[config.mk]
export PLATFORM = sky130hd
export DESIGN_NAME = multdiv_iter
export DESIGN_NICKNAME = d
export VERILOG_FILES = /design/src/rtl/multdiv_iter.sv
export SDC_FILE = /design/constraint.sdc
export NUM_CORES = 1
export LEC_CHECK = 0
export ABC_AREA = 0
export CAP_MARGIN = 0
export CORE_UTILIZATION = 50
export CTS_CLUSTER_DIAMETER = 50
export DETAILED_ROUTE_END_ITERATION = 16
export GPL_ROUTABILITY_DRIVEN = 0
export PLACE_DENSITY_LB_ADDON = 0.1
export REMOVE_ABC_BUFFERS = 1
export SYNTH_ARGS = -nofsm -noshare
export SYNTH_HDL_FRONTEND = slang
export SYNTH_SLANG_ARGS = --single-unit
[constraint.sdc]
create_clock -name clock -period 21.2 [get_ports clock]
set_clock_uncertainty 0.05 [all_clocks]
set_input_delay 4.24 -clock clock [delete_from_list [all_inputs] [get_ports clock]]
set_output_delay 4.24 -clock clock [all_outputs]
set_load 0.05 [all_outputs]
[src/rtl/multdiv_iter.sv]
// Iterative signed/unsigned multiply/divide: shift-add MULT, restoring DIV.
// Optional MULTDIV_EARLY_OUT_EN skips iterations for zero operands / divisor.
module multdiv_iter #(
    parameter int WIDTH = 32,
    parameter int CNT_W = $clog2(WIDTH) + 1
) (
    input  logic             clock,
    input  logic             reset,
    input  logic [WIDTH-1:0] data_operandA,
    input  logic [WIDTH-1:0] data_operandB,
    input  logic             ctrl_MULT,
    input  logic             ctrl_DIV,
    input  logic             ctrl_UPPER,
    input  logic             ctrl_UNSIGNED,
    output logic [WIDTH-1:0] data_result,
    output logic             data_exception,
    output logic             data_resultRDY,
    output logic             busy
);
    typedef enum logic [2:0] {IDLE, LOAD, RUN, FIX, DONE} state_t;

    state_t           state;
    logic [WIDTH-1:0] a_mag, b_mag, acc, q;
    logic [CNT_W-1:0] cnt;
    logic             sa, sb, is_div, upper, uns, skip;

    logic             start, a_neg, b_neg;
    logic [WIDTH-1:0] a_in, b_in;

    assign start = ctrl_MULT | ctrl_DIV;
    assign a_neg = ~ctrl_UNSIGNED & data_operandA[WIDTH-1];
    assign b_neg = ~ctrl_UNSIGNED & data_operandB[WIDTH-1];
    assign a_in  = a_neg ? -data_operandA : data_operandA;
    assign b_in  = b_neg ? -data_operandB : data_operandB;

    // One iteration: {acc,q} is the product register for MULT,
    // remainder/quotient pair for DIV.
    logic [WIDTH:0]   mul_sum, div_sh, div_diff;
    logic [WIDTH-1:0] acc_nx, q_nx;

    always_comb begin
        mul_sum  = {1'b0, acc} + (q[0] ? {1'b0, a_mag} : '0);
        div_sh   = {acc, q[WIDTH-1]};
        div_diff = div_sh - {1'b0, b_mag};
        acc_nx   = mul_sum[WIDTH:1];
        q_nx     = {mul_sum[0], q[WIDTH-1:1]};
        if (is_div) begin
            if (!div_diff[WIDTH]) begin
                acc_nx = div_diff[WIDTH-1:0];
                q_nx   = {q[WIDTH-2:0], 1'b1};
            end else begin
                acc_nx = div_sh[WIDTH-1:0];
                q_nx   = {q[WIDTH-2:0], 1'b0};
            end
        end
    end

    logic [2*WIDTH-1:0] prod;
    logic [WIDTH-1:0]   hi, lo, quo, rem, fix_res;
    logic               p_neg, fix_exc;

    always_comb begin
        p_neg   = sa ^ sb;
        prod    = p_neg ? -{acc, q} : {acc, q};
        hi      = prod[2*WIDTH-1:WIDTH];
        lo      = prod[WIDTH-1:0];
        quo     = p_neg ? -q : q;
        rem     = sa ? -acc : acc;
        fix_res = upper ? hi : lo;
        fix_exc = ~upper & (uns ? (hi != '0) : (hi != {WIDTH{lo[WIDTH-1]}}));
        if (is_div) begin
            if (b_mag == '0) begin
                fix_res = '0;
                fix_exc = 1'b1;
            end else begin
                fix_res = upper ? rem : quo;
                // only MIN / -1 yields a positive quotient of 2^(WIDTH-1)
                fix_exc = ~uns & ~p_neg & q[WIDTH-1];
            end
        end
    end

`ifdef MULTDIV_EARLY_OUT_EN
    logic early;
    assign early = (a_mag == '0) | (is_div & (b_mag == '0));
`endif

    always_ff @(posedge clock) begin
        if (reset) begin
            state          <= IDLE;
            data_result    <= '0;
            data_exception <= 1'b0;
            data_resultRDY <= 1'b0;
            busy           <= 1'b0;
        end else if (start) begin
            state          <= LOAD;
            data_resultRDY <= 1'b0;
            busy           <= 1'b1;
            a_mag          <= a_in;
            b_mag          <= b_in;
            sa             <= a_neg;
            sb             <= b_neg;
            is_div         <= ~ctrl_MULT;
            upper          <= ctrl_UPPER;
            uns            <= ctrl_UNSIGNED;
        end else begin
            unique case (state)
                IDLE: state <= IDLE;
                LOAD: begin
                    state <= RUN;
                    acc   <= '0;
                    q     <= is_div ? a_mag : b_mag;
`ifdef MULTDIV_EARLY_OUT_EN
                    // a single idle pass keeps the RDY edge at E3
                    skip  <= early;
                    cnt   <= early ? CNT_W'(1) : CNT_W'(WIDTH);
                    if (early)
                        q <= '0;
`else
                    skip  <= 1'b0;
                    cnt   <= CNT_W'(WIDTH);
`endif
                end
                RUN: begin
                    if (!skip) begin
                        acc <= acc_nx;
                        q   <= q_nx;
                    end
                    cnt <= cnt - CNT_W'(1);
                    if (cnt == CNT_W'(1))
                        state <= FIX;
                end
                FIX: begin
                    state          <= DONE;
                    data_result    <= fix_res;
                    data_exception <= fix_exc;
                    data_resultRDY <= 1'b1;
                    busy           <= 1'b0;
                end
                DONE: begin
                    state          <= IDLE;
                    data_resultRDY <= 1'b0;
                end
                default: state <= IDLE;
            endcase
        end
    end
endmodule

# ---- Word level (Yosys, flattened, before mapping)
# Cells that the tools add are included.
dict set report totals {
  reg_bits 177
  latchBits 0
  mem_bits_rw 0
  rom_bits 0
  output_inout_bits 35
  wordCells 82
  n_memories 0
}
dict set report classes {
  add_sub_neg 8
  mul 0
  div 0
  n_lt_le_gt_ge 0
  n_eq_ne 8
  shifts 0
  n_mux 27
  n_bitwise 14
  reduce_logical 9
}
# operator n
set op_table {}
lappend op_table {{two-way mux 32 bit} 13}
lappend op_table {{negation 32 bit} 4}
lappend op_table {{one-hot mux 32 bit (2 select lines)} 2}
lappend op_table {{two-way mux 64 bit} 1}
lappend op_table {{negation 64 bit} 1}
lappend op_table {{adder 32 x 32 -> 33 bit} 1}
lappend op_table {{subtractor 33 x 32 -> 33 bit} 1}
lappend op_table {{zero test 32 bit} 1}
lappend op_table {{inequality test 32 bit} 1}
lappend op_table {{nonzero test 32 bit} 1}
lappend op_table {{one-hot mux 6 bit (2 select lines)} 1}
lappend op_table {{one-hot mux 3 bit (3 select lines)} 1}
lappend op_table {{two-way mux 1 bit} 7}
lappend op_table {{inverter 1 bit} 7}
lappend op_table {{== test 3 x 2 -> 1 bit, second input constant} 2}
lappend op_table {{== test 6 x 1 -> 1 bit, second input constant} 1}
lappend op_table {{nonzero test 2 bit} 3}
lappend op_table {{subtractor 6 x 1 -> 6 bit, second input constant} 1}
lappend op_table {{bitwise AND 1 bit} 5}
lappend op_table {{AND reduction 2 bit} 2}
lappend op_table {{== test 3 x 1 -> 1 bit, second input constant} 1}
lappend op_table {{== test 3 bit, second input constant} 1}
lappend op_table {{two-way mux 3 bit} 1}
lappend op_table {{inequality test 3 bit, second input constant} 1}
lappend op_table {{6 further kinds} 6}

# ---- Longest topological paths before layout
# Gate-level depths: netlist of the first run.
dict set report logic_depth {
  depth_word 6
  ltp_mapped 15
  mapped_depth_nobuf 13
}

# ---- Worst setup path after synthesis of the first run
# OpenSTA, ideal clock, no wires.
dict set report synth_timing {
  kind {input to register}
  start {input port ctrl_DIV}
  end {register acc[0] (enable)}
  setup_time_ps 584
  arrival_ps 9495
  setup_slack_ps 11071
  stages 2
  path_buffers 0
  path_cell_list {or3_1 nor3_1}
}
dict set report synth_between {
  elab_chain_len 3
}
# item line_no
set synth_rtl {}
lappend synth_rtl {{from (decl)} 12} ;# input logic ctrl_DIV,
lappend synth_rtl {{OR 1 bit} 30} ;# assign start = ctrl_MULT | ctrl_DIV;
lappend synth_rtl {{inverter 1 bit (no source line)} -}
lappend synth_rtl {{AND reduction 3 bit (no source line)} -}
lappend synth_rtl {{to (signal assigned)} 126} ;# acc <= acc_nx;
lappend synth_rtl {{to (decl)} 23} ;# logic [WIDTH-1:0] a_mag, b_mag, acc, q;
# Every way passes these cells.
# A chain may end at the register's enable or synchronous reset.

# ---- Final worst setup path of the first run
dict set report layout_timing {
  start {input port data_operandA[2]}
  end {register a_mag[28], data pin}
}
dict set report layout_between {
  elab_chain_len 2
}
# item line_no
set layout_rtl {}
lappend layout_rtl {{from (decl)} 9} ;# input logic [WIDTH-1:0] data_operandA,
lappend layout_rtl {{negation 32 bit} 33} ;# assign a_in = a_neg ? -data_operandA : data_operandA;
lappend layout_rtl {{two-way mux 32 bit} 33}
lappend layout_rtl {{via a_in[28]} 28} ;# logic [WIDTH-1:0] a_in, b_in;
lappend layout_rtl {{to (signal assigned)} 99} ;# a_mag <= a_in;
lappend layout_rtl {{to (decl)} 23}
# The timed path passes the listed nets, and every way through them passes these cells.

==> run metrics, run 1 <==
H-tree levels=4; pin count of the biggest net entering global routing=71; Crit path arrival time=about 7.5 ns; # setup viols final=0; hpwl dp=33.63 mm; antenna diode count=0; post-route setup TNS=0 ns; final setup margin=13.84 ns; required time worst endpoint=approximately 21 ns; Clock transition at path regs=approximately 0.07 ns; first-pass GRT wire length=slightly below 70 mm; Vias=roughly 13000; main area contributors after synthesis=edfxtp_1, xnor2_1, ha_1; vias in the first global route=roughly 12000; Avg Inst Size Synth=approximately 9.0 um2; crit path kind=in2reg; CTS Sinks=177; placed insts=2059; Remaining DRCs=0; Least-Margin Pin Slew=1.097 ns; core area=approximately 0.029 mm2; DR pass1 iterations=8; vias per cell=roughly 6.3; max cap viols=0; Max Clk Rate=between 0.1 and 0.15 GHz; status=complete, no violations; PD cells=between 50 and 60 mW/mm2; crit-path max FO=5; CP endpoint kind=flop; initial antenna violation count=0; WP depth=10; Slowest-stage cell, CP=nor4bb_1; die area=between 0.03 and 0.04 mm2; Slew headroom=0.2651; total CTS buffers=17; Slew Viols, Final=0; TritonCTS clock tree=built; period utilization=0.3472; Worst path max stage delay=between 0.5 and 0.6 ns; cts hold-fix bufs=0; hold depth=2; final hold vios=0; CP Launch Type=primary input; DRT iter0 DRCs=between 1000 and 1500; row count=62; Die Ht=~170 um; WL/cell=between 20 and 25 um; slack of the worst reg-to-reg path=16.41 ns; total power=~1000 uW; synth-to-layout area growth=12.77%; Most used DFF post-synth=edfxtp_1; Leak Pwr=0.006078 uW; Cells after Synth=~1600; Peak VDD IR=~0.054 mV; Overflow after GRT=0; # nets final=about 1800; later-pin clock latency in the skew report=0.43 ns; IO Count=105; count leader, synth=edfxtp_1; Post-Layout Cell Count=between 2000 and 2500; CP cell instances=clkdlybuf4s50_1 > nor4_1 > nand2_1 > nor2_1 > nor4bb_1 > nand2_1 > or4_1 > or4_1 > o31ai_1 > xnor2_1; root buffer cell=clkbuf_16; Worst Path Buf+Inv=1; clk buf depth=2; antenna viol nets, final=0; Post-Syn Area=0.01477 mm2; Die Wd=173.9 um; asr flop ratio synth=0; cell family with most CP delay=simple AND/OR/NAND/NOR gates; Post-synth EDFFs=~140; Setup Buffers After CTS=0; share of layout cells above drive strength 1=0.06093; Hold WC Path Type=reg2reg; Post-synth top cells=edfxtp_1, a21oi_1, nor2_1; RSZ-0062 raised after global routing=no; #FFs+latches synth=about 180; pre-CTS setup slack=roughly 13 ns; number of cells on the worst reg-to-reg path=11; Post-Route WL=about 44 mm; Yosys top cell area share=0.2827; minimum clock period=7.361 ns; area leader, netlist=edfxtp_1; GR Util All Layers=0.2907; initial core utilization=0.5117; CTS resizes=0; post-synthesis sequential area ratio=0.3342; YS warnings=0; synth unique cells=75; Port Buffer Count=104
layer usage:
layer  part of all wire  wire, um  vias up  GRT usage
met5                  0         0        -          0
li1                   -         -     6217          -
met4              0.028      1249        0     0.1001
met3              0.072      3170       75    0.03684
met1               0.44     19530     6233     0.4023
met2               0.46     20050      592     0.4688
final timing paths:
check                               start                      endpoint
max                      data_operandA[2]           a_mag[28]$_DFFE_PP_
min          data_result[23]$_SDFFE_PP0P_  data_result[23]$_SDFFE_PP0P_
max reg2reg          acc[7]$_SDFFCE_PN0P_                q[0]$_DFFE_PP_
min reg2reg  data_result[23]$_SDFFE_PP0P_  data_result[23]$_SDFFE_PP0P_
cell usage in the layout (no fill, tap or decap), types with 33 or more instances in the layout:
cell type        count
nor3_1              44
and2_1              40
ha_1                70
inv_1               66
dfxtp_1             38
clkdlybuf4s50_1    104
nand2_1            122
edfxtp_1           139
nor2_1             123
xor2_1              97
a21oi_1            133
nor4_1              33
o21ai_0            107
xnor2_1            110
logic make-up (layout without fill, tap and decap cells):
logic type	Yosys count	in the layout	synth area share
AO/OA/AOI/OAI	441	441	0.1844
XOR/XNOR	209	209	0.1240
adder cells (fa/ha/maj)	72	72	0.06202
buffers and inverters	156	222	0.04109
flip-flops	177	177	0.3342
multiplexers	68	68	0.07363
AND/OR/NAND/NOR	518	518	0.1807
worst reg2reg max path: stages, from the launching register on:
cell and delay, ns:
edfxtp_1 0.59, ha_1 0.44, a21oi_1 0.28, o21bai_1 0.10, a21o_1 0.19, o21ai_0 0.51
a211oi_1 0.19, o31ai_1 0.51, nand4b_1 0.18, nand4_1 0.48, buf_4 0.49, mux4_2 0.52
registers in the layout, indices dropped and copies added (netlist names), 3 cells and up:
name / count
b_mag: 32
a_mag: 32
state: 3
data_result: 32
cnt: 6
acc: 32
q: 32
stage by stage:
stage                 util  hold WS (ns)  cell area [um2]
finish              0.5770        0.4013            16650
global route        0.5770        0.4270            16650
CTS                 0.5770        0.4048            16650
detailed placement  0.5582        0.3913            16110
global placement    0.5582        0.3836            16110
floorplan                -        0.3961            14420
report_power, final:
group | internal [uW] | leakage, uW | total (uW) | switching, uW
clock network | 161 | 0.000259 | 302 | 141
registers | 397 | 0.00161 | 419 | 22.2
logic | 120 | 0.00421 | 273 | 154
total | 678 | 0.00608 | 995 | 317
final cells by class:
class | instances | area (um2)
well taps | 384 | 480.5
inverters | 68 | 255.2
flip-flops and latches | 177 | 4935
clock inverters | 14 | 113.9
clock buffers | 18 | 429.2
fillers | 2630 | 12210
repair buffers | 122 | 1176
multi-input cells | 1308 | 9263
Note: power is estimated with default switching activity, not from simulation.
==> inputs of run 2 (changes only) <==
==> constraint.sdc (replaced) <==
create_clock -name clock -period 6.3 [get_ports clock]
set_clock_uncertainty 0.05 [all_clocks]
set_input_delay 1.26 -clock clock [delete_from_list [all_inputs] [get_ports clock]]
set_output_delay 1.26 -clock clock [all_outputs]
set_load 0.05 [all_outputs]
==> run 2 against run 1 <==
Compared with the run above: critical path depth is 2 higher; combinational power increased to 3.4 times the previous value; critical path type is now reg2reg; total power rose to 3.4 times the previous value.
==> run metrics, run 2 (synthesis results as in run 1) <==
status=complete, no violations; cts hold-fix bufs=0; GRT met2 Usage=0.4767; most common library cell in the layout ignoring fill and taps=edfxtp_1; slack of the worst reg-to-reg path=roughly 1.8 ns; Port Buffer Count=104; CTS Sinks=around 180; synth-to-layout area growth=13.09%; placed insts=about 2100; later-pin clock latency in the skew report=approximately 0.45 ns; Psw=about 1100 uW; Peak VDD IR=approximately 0.22 mV; WL/cell=between 20 and 25 um; Die Ht=around 170 um; initial core utilization=0.5117; hold path endpoint=data_result[6]$_SDFFE_PP0P_; GR Util met3=0.04430; vias in the first global route=12320; required time worst endpoint=~6.5 ns; crit-path max FO=36; GR met1 Demand/Resource=0.4078; Crit path arrival time=roughly 4.7 ns; DR pass1 iterations=5; antenna diode count=0; H-tree levels=4; max cap viols=0; Critical R2R Capture=acc[29]$_SDFFCE_PN0P_; crit path kind=reg2reg; Setup Buffers After CTS=0; Slew Viols, Final=0; GR Util All Layers=0.2986; row count=between 60 and 70; die area=0.03022 mm2; final hold slack=slightly above 0.4 ns; root buffer cell=clkbuf_16; minimum clock period=4.484 ns; RR Startpoint=acc[7]$_SDFFCE_PN0P_; pin count of the biggest net entering global routing=71; most frequent cells in the layout=edfxtp_1, a21oi_1, nor2_1, nand2_1, xnor2_1; CP cell instances=ha_1 > a21oi_1 > o21bai_1 > a21o_1 > o21ai_0 > a211oi_1 > o31ai_1 > nand2_1 > nand4_1 > buf_4 > mux2_2 > a211oi_1; pre-CTS setup slack=~1.4 ns; Worst path max stage delay=0.59 ns; CTS resizes=0; # nets final=~1800; Remaining DRCs=0; IO Count=105; period utilization=0.7117; CP Launch Type=flop; Slowest-stage cell, CP=edfxtp_1; share of layout cells above drive strength 1=0.06323; Clock transition at path regs=around 0.07 ns; TritonCTS clock tree=built; core area=around 0.029 mm2; Hold Startpoint=data_result[6]$_SDFFE_PP0P_; total CTS buffers=17; Post-Layout Cell Count=roughly 2100; vias per cell=approximately 6.3; antenna viol nets, final=0; hpwl dp=around 34 mm; Vias=13200; Worst Path Buf+Inv=1; Pint=2329 uW; Post-Route WL=between 40 and 50 mm; Slew headroom=0.3109; Combinational Power Share=0.269; CP endpoint kind=flop; RSZ-0062 raised after global routing=no; # setup viols final=0; Most Crowded Layer GR=met2; Hold WC Path Type=reg2reg; Max Clk Rate=approximately 0.22 GHz; PD cells=roughly 210 mW/mm2; clock power share=0.319; final hold vios=0; final setup margin=1.816 ns; Leak Pwr=between 0.006 and 0.007 uW; Least-Margin Pin Slew=around 1.0 ns; cell family with most CP delay=compound AO/OA/AOI/OAI gates; DRT iter0 DRCs=about 1200; Reg power frac=0.413; hold depth=2; Sw Ratio=0.3212; clk buf depth=2; most used cell, CP=a211oi_1; Overflow after GRT=0; Die Wd=between 150 and 200 um; initial antenna violation count=0; first-pass GRT wire length=69.59 mm; number of cells on the worst reg-to-reg path=12
[run 2: cell type report]
cell class / count / area (um2)
inverter: 68 / 255.2
tap: 384 / 480.5
multi-input combinational: 1308 / 9263
clock inverter: 15 / 157.7
fill: 2601 / 12160
clock buffer: 17 / 425.4
sequential: 177 / 4935
timing repair buffer: 123 / 1184
[run 2: layer usage]
| metal | vias up | part of all wire |
|---|---|---|
| li1 | 6220 | - |
| met1 | 6235 | 0.43 |
| met2 | 642 | 0.45 |
| met3 | 98 | 0.083 |
| met4 | 0 | 0.034 |
| met5 | - | 0 |
[run 2: power groups by stage]
stage	Combinational [uW]	Clock [uW]	Sequential, uW
after floorplan	648	0	1420
after global placement	893	0	1430
after detailed placement	903	0	1440
after CTS	909	1100	1410
after global routing	1010	1140	1420
final	922	1090	1420
[run 2: worst max-delay path by stage]
stage	from	end	slack, ns	depth (start not counted)
floorplan	ctrl_DIV	acc[0]$_SDFFCE_PN0P_	-0.85	2
CTS	data_operandA[4]	a_mag[28]$_DFFE_PP_	1.85	10
detailed placement	data_operandA[4]	a_mag[28]$_DFFE_PP_	1.36	10
global placement	data_operandA[4]	a_mag[28]$_DFFE_PP_	1.43	10
global route	data_operandA[4]	a_mag[28]$_DFFE_PP_	1.49	10
finish	acc[7]$_SDFFCE_PN0P_	acc[29]$_SDFFCE_PN0P_	1.82	12
[run 2: through the flow]
stage / utilization / instance area [um2] / total power, uW / TNS, ns
after global placement: 0.5585 / 16120 / 2328 / 0
after floorplan: - / 14420 / 2067 / -59.45
after detailed placement: 0.5585 / 16120 / 2341 / 0
after CTS: 0.5787 / 16700 / 3417 / 0
final: 0.5787 / 16700 / 3430 / 0
after global routing: 0.5787 / 16700 / 3564 / 0
[run 2: worst register-to-register path, stage by stage (launching register included)]
cell and delay [ns]:
edfxtp_1 0.59, ha_1 0.44, a21oi_1 0.26, o21bai_1 0.10, a21o_1 0.20, o21ai_0 0.54, a211oi_1 0.20, o31ai_1 0.52
nand2_1 0.11, nand4_1 0.12, buf_4 0.51, mux2_2 0.41, a211oi_1 0.24
